**src/rtl/pwm_demod.sv**
```systemverilog
// rtl/pwm_demod.sv - PWM-to-sample demodulator: frame-phase lock, per-frame high count, sample FIFO.
module pwm_demod #(
    parameter int FRAME_LEN  = 255,
    parameter int FIFO_DEPTH = 4
) (
    input  logic       clk,
    input  logic       rst,
    input  logic       pwm_in,
    input  logic       out_ready,
    input  logic       ovf_clr,
    output logic       out_valid,
    output logic [7:0] out_sample,
    output logic       locked,
    output logic       overflow
);
    localparam int PHW = $clog2(FRAME_LEN);
    localparam int HCW = $clog2(FRAME_LEN + 1);
    localparam int PW  = (FIFO_DEPTH > 1) ? $clog2(FIFO_DEPTH) : 1;
    localparam int CW  = $clog2(FIFO_DEPTH + 1);
    localparam logic [PHW-1:0] LAST_PHASE = PHW'(FRAME_LEN - 1);

    typedef enum logic {SEARCH, LOCKED} state_t;

    logic           sync1_q, pwm_s_q, pwm_d_q, rise;
    state_t         state_q, state_d;
    logic [PHW-1:0] phase_q, phase_d;
    logic [HCW-1:0] hi_cnt_q, hi_cnt_d;
    logic           miss_q, miss_d, misal_q, misal_d;
    logic           push, frame_bad;
    logic [31:0]    total;
    logic [7:0]     push_data;

    logic [7:0]     mem_q [FIFO_DEPTH];
    logic [PW-1:0]  wr_ptr_q, rd_ptr_q;
    logic [CW-1:0]  count_q, count_d;
    logic           overflow_q, pop, full, wr_en, drop;

    assign rise = pwm_s_q & ~pwm_d_q;

    always_ff @(posedge clk or posedge rst) begin
        if (rst) begin
            sync1_q <= 1'b0;
            pwm_s_q <= 1'b0;
            pwm_d_q <= 1'b0;
        end else begin
            sync1_q <= pwm_in;
            pwm_s_q <= sync1_q;
            pwm_d_q <= pwm_s_q;
        end
    end

    // The current cycle's pwm_s is part of the frame total, so the frame end adds it in here.
    assign total     = 32'(hi_cnt_q) + 32'(pwm_s_q);
    assign push_data = (total > 32'd255) ? 8'hFF : total[7:0];

    always_comb begin
        state_d   = state_q;
        phase_d   = phase_q;
        hi_cnt_d  = hi_cnt_q;
        miss_d    = miss_q;
        misal_d   = misal_q;
        push      = 1'b0;
        frame_bad = 1'b0;
        case (state_q)
            SEARCH: begin
                phase_d  = '0;
                hi_cnt_d = '0;
                miss_d   = 1'b0;
                misal_d  = 1'b0;
                if (rise) begin
                    state_d  = LOCKED;
                    phase_d  = PHW'(1);
                    hi_cnt_d = HCW'(1);
                end
            end
            LOCKED: begin
                if (phase_q != LAST_PHASE) begin
                    phase_d  = phase_q + PHW'(1);
                    hi_cnt_d = hi_cnt_q + HCW'(pwm_s_q);
                    if (rise && (phase_q != '0)) misal_d = 1'b1;
                end else begin
                    phase_d   = '0;
                    hi_cnt_d  = '0;
                    misal_d   = 1'b0;
                    frame_bad = misal_q | rise;
                    if (!frame_bad) begin
                        miss_d = 1'b0;
                        push   = 1'b1;
                    end else if (!miss_q) begin
                        miss_d = 1'b1;
                        push   = 1'b1;
                    end else begin
                        miss_d  = 1'b0;
                        state_d = SEARCH;
                    end
                end
            end
            default: state_d = SEARCH;
        endcase
    end

    always_ff @(posedge clk or posedge rst) begin
        if (rst) begin
            state_q  <= SEARCH;
            phase_q  <= '0;
            hi_cnt_q <= '0;
            miss_q   <= 1'b0;
            misal_q  <= 1'b0;
        end else begin
            state_q  <= state_d;
            phase_q  <= phase_d;
            hi_cnt_q <= hi_cnt_d;
            miss_q   <= miss_d;
            misal_q  <= misal_d;
        end
    end

    function automatic logic [PW-1:0] ptr_inc(input logic [PW-1:0] p);
        return (p == PW'(FIFO_DEPTH - 1)) ? '0 : p + PW'(1);
    endfunction

    assign out_valid = (count_q != '0);
    assign pop       = out_valid & out_ready;
    assign full      = (count_q == CW'(FIFO_DEPTH));
    // A pop frees the slot in the same cycle, so a full FIFO still accepts a push alongside it.
    assign wr_en     = push & (~full | pop);
    assign drop      = push & full & ~pop;
    assign count_d   = count_q + CW'(wr_en) - CW'(pop);

    always_ff @(posedge clk) begin
        if (wr_en) mem_q[wr_ptr_q] <= push_data;
    end

    always_ff @(posedge clk or posedge rst) begin
        if (rst) begin
            wr_ptr_q   <= '0;
            rd_ptr_q   <= '0;
            count_q    <= '0;
            overflow_q <= 1'b0;
        end else begin
            if (wr_en) wr_ptr_q <= ptr_inc(wr_ptr_q);
            if (pop)   rd_ptr_q <= ptr_inc(rd_ptr_q);
            count_q    <= count_d;
            overflow_q <= drop | (overflow_q & ~ovf_clr);
        end
    end

    assign out_sample = out_valid ? mem_q[rd_ptr_q] : 8'd0;
    assign locked     = (state_q == LOCKED);
    assign overflow   = overflow_q;

endmodule

```
**config.mk**
```make
export PLATFORM = sky130hd
export DESIGN_NAME = pwm_demod
export DESIGN_NICKNAME = d
export VERILOG_FILES = /design/src/rtl/pwm_demod.sv
export SDC_FILE = /design/constraint.sdc
export NUM_CORES = 1
export LEC_CHECK = 0
export CAP_MARGIN = 20
export CORE_ASPECT_RATIO = 0.6
export CORE_MARGIN = 2
export CORE_UTILIZATION = 30
export DETAILED_ROUTE_END_ITERATION = 12
export DONT_BUFFER_PORTS = 1
export HOLD_SLACK_MARGIN = 0.12
export SLEW_MARGIN = 5
export SYNTH_ARGS = -nofsm -noshare
export SYNTH_HDL_FRONTEND = slang
export SYNTH_SLANG_ARGS = --single-unit
```
**constraint.sdc**
```tcl
create_clock -name clk -period 3.3 [get_ports clk]
set_input_delay 0.825 -clock clk [delete_from_list [all_inputs] [get_ports clk]]
set_output_delay 0.825 -clock clk [all_outputs]
set_load 0.05 [all_outputs]
```
==> impl_metrics.env <==
export IMPL_ctsLongestPathBuffers=2
export IMPL_initialDrtViolationCount=127
export IMPL_p_total_mw=2.91
export IMPL_nFillCells=879
export IMPL_gp_congestion=0.885
export IMPL_numCtsBuffers=9
export IMPL_clk_latency_ns=0.33
export IMPL_synth_edf_count=32
export IMPL_dp_cells=316
export IMPL_cp_end_kind="primary output"
export IMPL_final_common_cell="edfxtp_1"
export IMPL_hold_buffers=0
export IMPL_finalWirelength_mm=5.12
export IMPL_finalNonFillerCells=332
export IMPL_cts_num_sinks=62
export IMPL_regArea_sq_um=1710
export IMPL_via_count=1567
export IMPL_cts_setup_buffers=0
export IMPL_n_antenna_cell=0
export IMPL_synth_nets=220
export IMPL_fin_crit_ns=2.86
export IMPL_grt_pass1_wl_mm=8.28
export IMPL_fin_setup_tns_ns=0
export IMPL_coreArea_sq_um=9120
export IMPL_postSynthCellCount=202
export IMPL_highest_signal_layer="met5"
export IMPL_setup_viol=0
export IMPL_drt_met1_wl_mm=2.62
export IMPL_drc=0
export IMPL_slew_violations=0
export IMPL_worstPathRequired_ns=2.47
export IMPL_max_freq_mhz=349
export IMPL_die_x_um=129
export IMPL_gr_total_overflow=0
export IMPL_status="complete, no violations"
export IMPL_synth_warnings=0
export IMPL_met3_length_um=374
export IMPL_fin_crit_sh_pct=86.8
export IMPL_vdd_drop_max_mv=0.244
export IMPL_final_setup_skew_ns=0.00631
export IMPL_ios=16
export IMPL_crit_fanout=11
export IMPL_worst_slew_pin_slew_ns=0.668
export IMPL_netlist_area_sq_um=2800
export IMPL_start_kind="register"
export IMPL_initial_core_util_pct=30.7
export IMPL_worst_slack_ns=0.436
export IMPL_cap_viol_max_count=0
export IMPL_clkTransAtPathRegs_ns=0.05
export IMPL_final_cell_mix="edfxtp_1 (32), dfrtp_1 (30), nor2_1 (14)"
export IMPL_met2WireLength_mm=2.03
export IMPL_syn_to_final_growth_pct=16.0
export IMPL_holdWs_ns=0.345
export IMPL_drive_above_1_share_pct=18.5
export IMPL_dieArea_sq_um=10200
export IMPL_relSlewSlack_pct=55.4
export IMPL_die_h_um=78.9
export IMPL_nets=229
export IMPL_post_cts_resize_count=0
export IMPL_hpwlAfterDp_mm=3.53
export IMPL_cts_root_buf="clkbuf_16"
export IMPL_multiInputGateArea_sq_um=1010
export IMPL_dr_pass1_iters=4
export IMPL_p_leak_nw=1.32
export IMPL_ys_ff_latch=62
export IMPL_grt_usage_pct=11.3
export IMPL_ys_async_sr_fraction_pct=48.4
export IMPL_ys_flop_type="edfxtp_1"
export IMPL_numPortBuffers=0
export IMPL_via_per_inst=4.72
export IMPL_rsz0062_at_grt="false"
export IMPL_p_per_area_nw_per_um2=895
export IMPL_arrival_ns=2.04
export IMPL_htree_levels=3
export IMPL_ys_types=43
export IMPL_grt_pass1_vias=1542
export IMPL_antenna_found_initial=1
export IMPL_synth_seq_area_share_pct=61.1
export IMPL_path_class="reg2out"
export IMPL_dp_worst_setup_slack_ns=0.466
export IMPL_drtAntennaViolNets=0
export IMPL_rows=27
export IMPL_cts_tree="done"
export IMPL_routedWlPerCell_um=15.4
export IMPL_hold_viol_final=0
export IMPL_hp_class="reg2reg"
export IMPL_grt_max_degree=31
export IMPL_avgSynthCellArea_sq_um=13.9
[kinds of logic after synthesis]
group	after synthesis	synth area share (%)
fa+ha+maj	13	6.07
xor+xnor	10	3.13
compound gates	21	5.31
mux	11	7.64
simple gates	66	13.8
buf+inv	19	2.90
flops	62	61.1
[registers in the layout, indices dropped and copies added (netlist names)]
| register | flops |
|---|---|
| rd_ptr_q | 2 |
| hi_cnt_q | 8 |
| locked | 1 |
| miss_q | 1 |
| wr_ptr_q | 2 |
| phase_q | 8 |
| mem_q | 32 |
| misal_q | 1 |
| count_q | 3 |
| pwm_s_q | 1 |
| pwm_d_q | 1 |
| sync1_q | 1 |
| overflow | 1 |
[worst paths after layout]
path,startpoint,end,slack [ns],cells after the start
worst min-delay path,sync1_q$_DFF_PP0_,pwm_s_q$_DFF_PP0_,0.34,0
max in group asynchronous,rst,phase_q[7]$_DFF_PP0_,2.54,2
worst max register to register,phase_q[0]$_DFF_PP0_,count_q[2]$_DFF_PP0_,0.48,12
worst min register to register,sync1_q$_DFF_PP0_,pwm_s_q$_DFF_PP0_,0.34,0
min in group asynchronous,rst,phase_q[5]$_DFF_PP0_,0.47,2
worst max-delay path,rd_ptr_q[0]$_DFFE_PP0N_,out_sample[5],0.44,2
[area by class of cell]
cell class              instances  area share (%)
flip-flops and latches         62            52.7
multi-input cells             121            31.0
clock buffers                  11            7.16
well taps                     116            4.46
clock inverters                 5            2.27
inverters                      13            1.50
repair buffers                  4           0.924
[metrics by stage]
stage,utilization (%),instance area (sq um)
2_1_floorplan,-,2800
3_3_place_gp,32.3,2940
3_5_place_dp,32.3,2940
4_1_cts,35.6,3250
5_1_grt,35.6,3250
6_report,35.6,3250
[report_power, final]
group          switching (mW)  internal (mW)  leakage [nW]
combinational           0.478          0.290         0.495
clock                   0.316          0.655         0.151
sequential              0.178          0.992         0.672
total                   0.972           1.94          1.32
[cell usage after synthesis (5+ instances only)]
cell      number  area share [%]
nand3_1        7             1.3
nor2_1        14             1.9
edfxtp_1      32              34
and2_1         9             2.0
a21oi_1        5            0.89
nand2_1        9             1.2
dfrtp_1       30              27
inv_1         13             1.7
ha_1          12             5.4
xnor2_1        6             1.9
mux4_2         8             6.4
[per-layer routing]
| metal | vias up | track usage (%) |
|---|---|---|
| met4 | 2 | 4.89 |
| met3 | 9 | 6.20 |
| met1 | 772 | 15.4 |
| met2 | 40 | 14.5 |
| li1 | 744 | - |
| met5 | - | 0 |
[worst max-delay path, cell delays in order (launching register included)]
cell and delay [ns]:
dfrtp_1 0.77, mux4_2 0.58, and2_1 0.36
No activity file was read; power rests on OpenSTA's default activity.
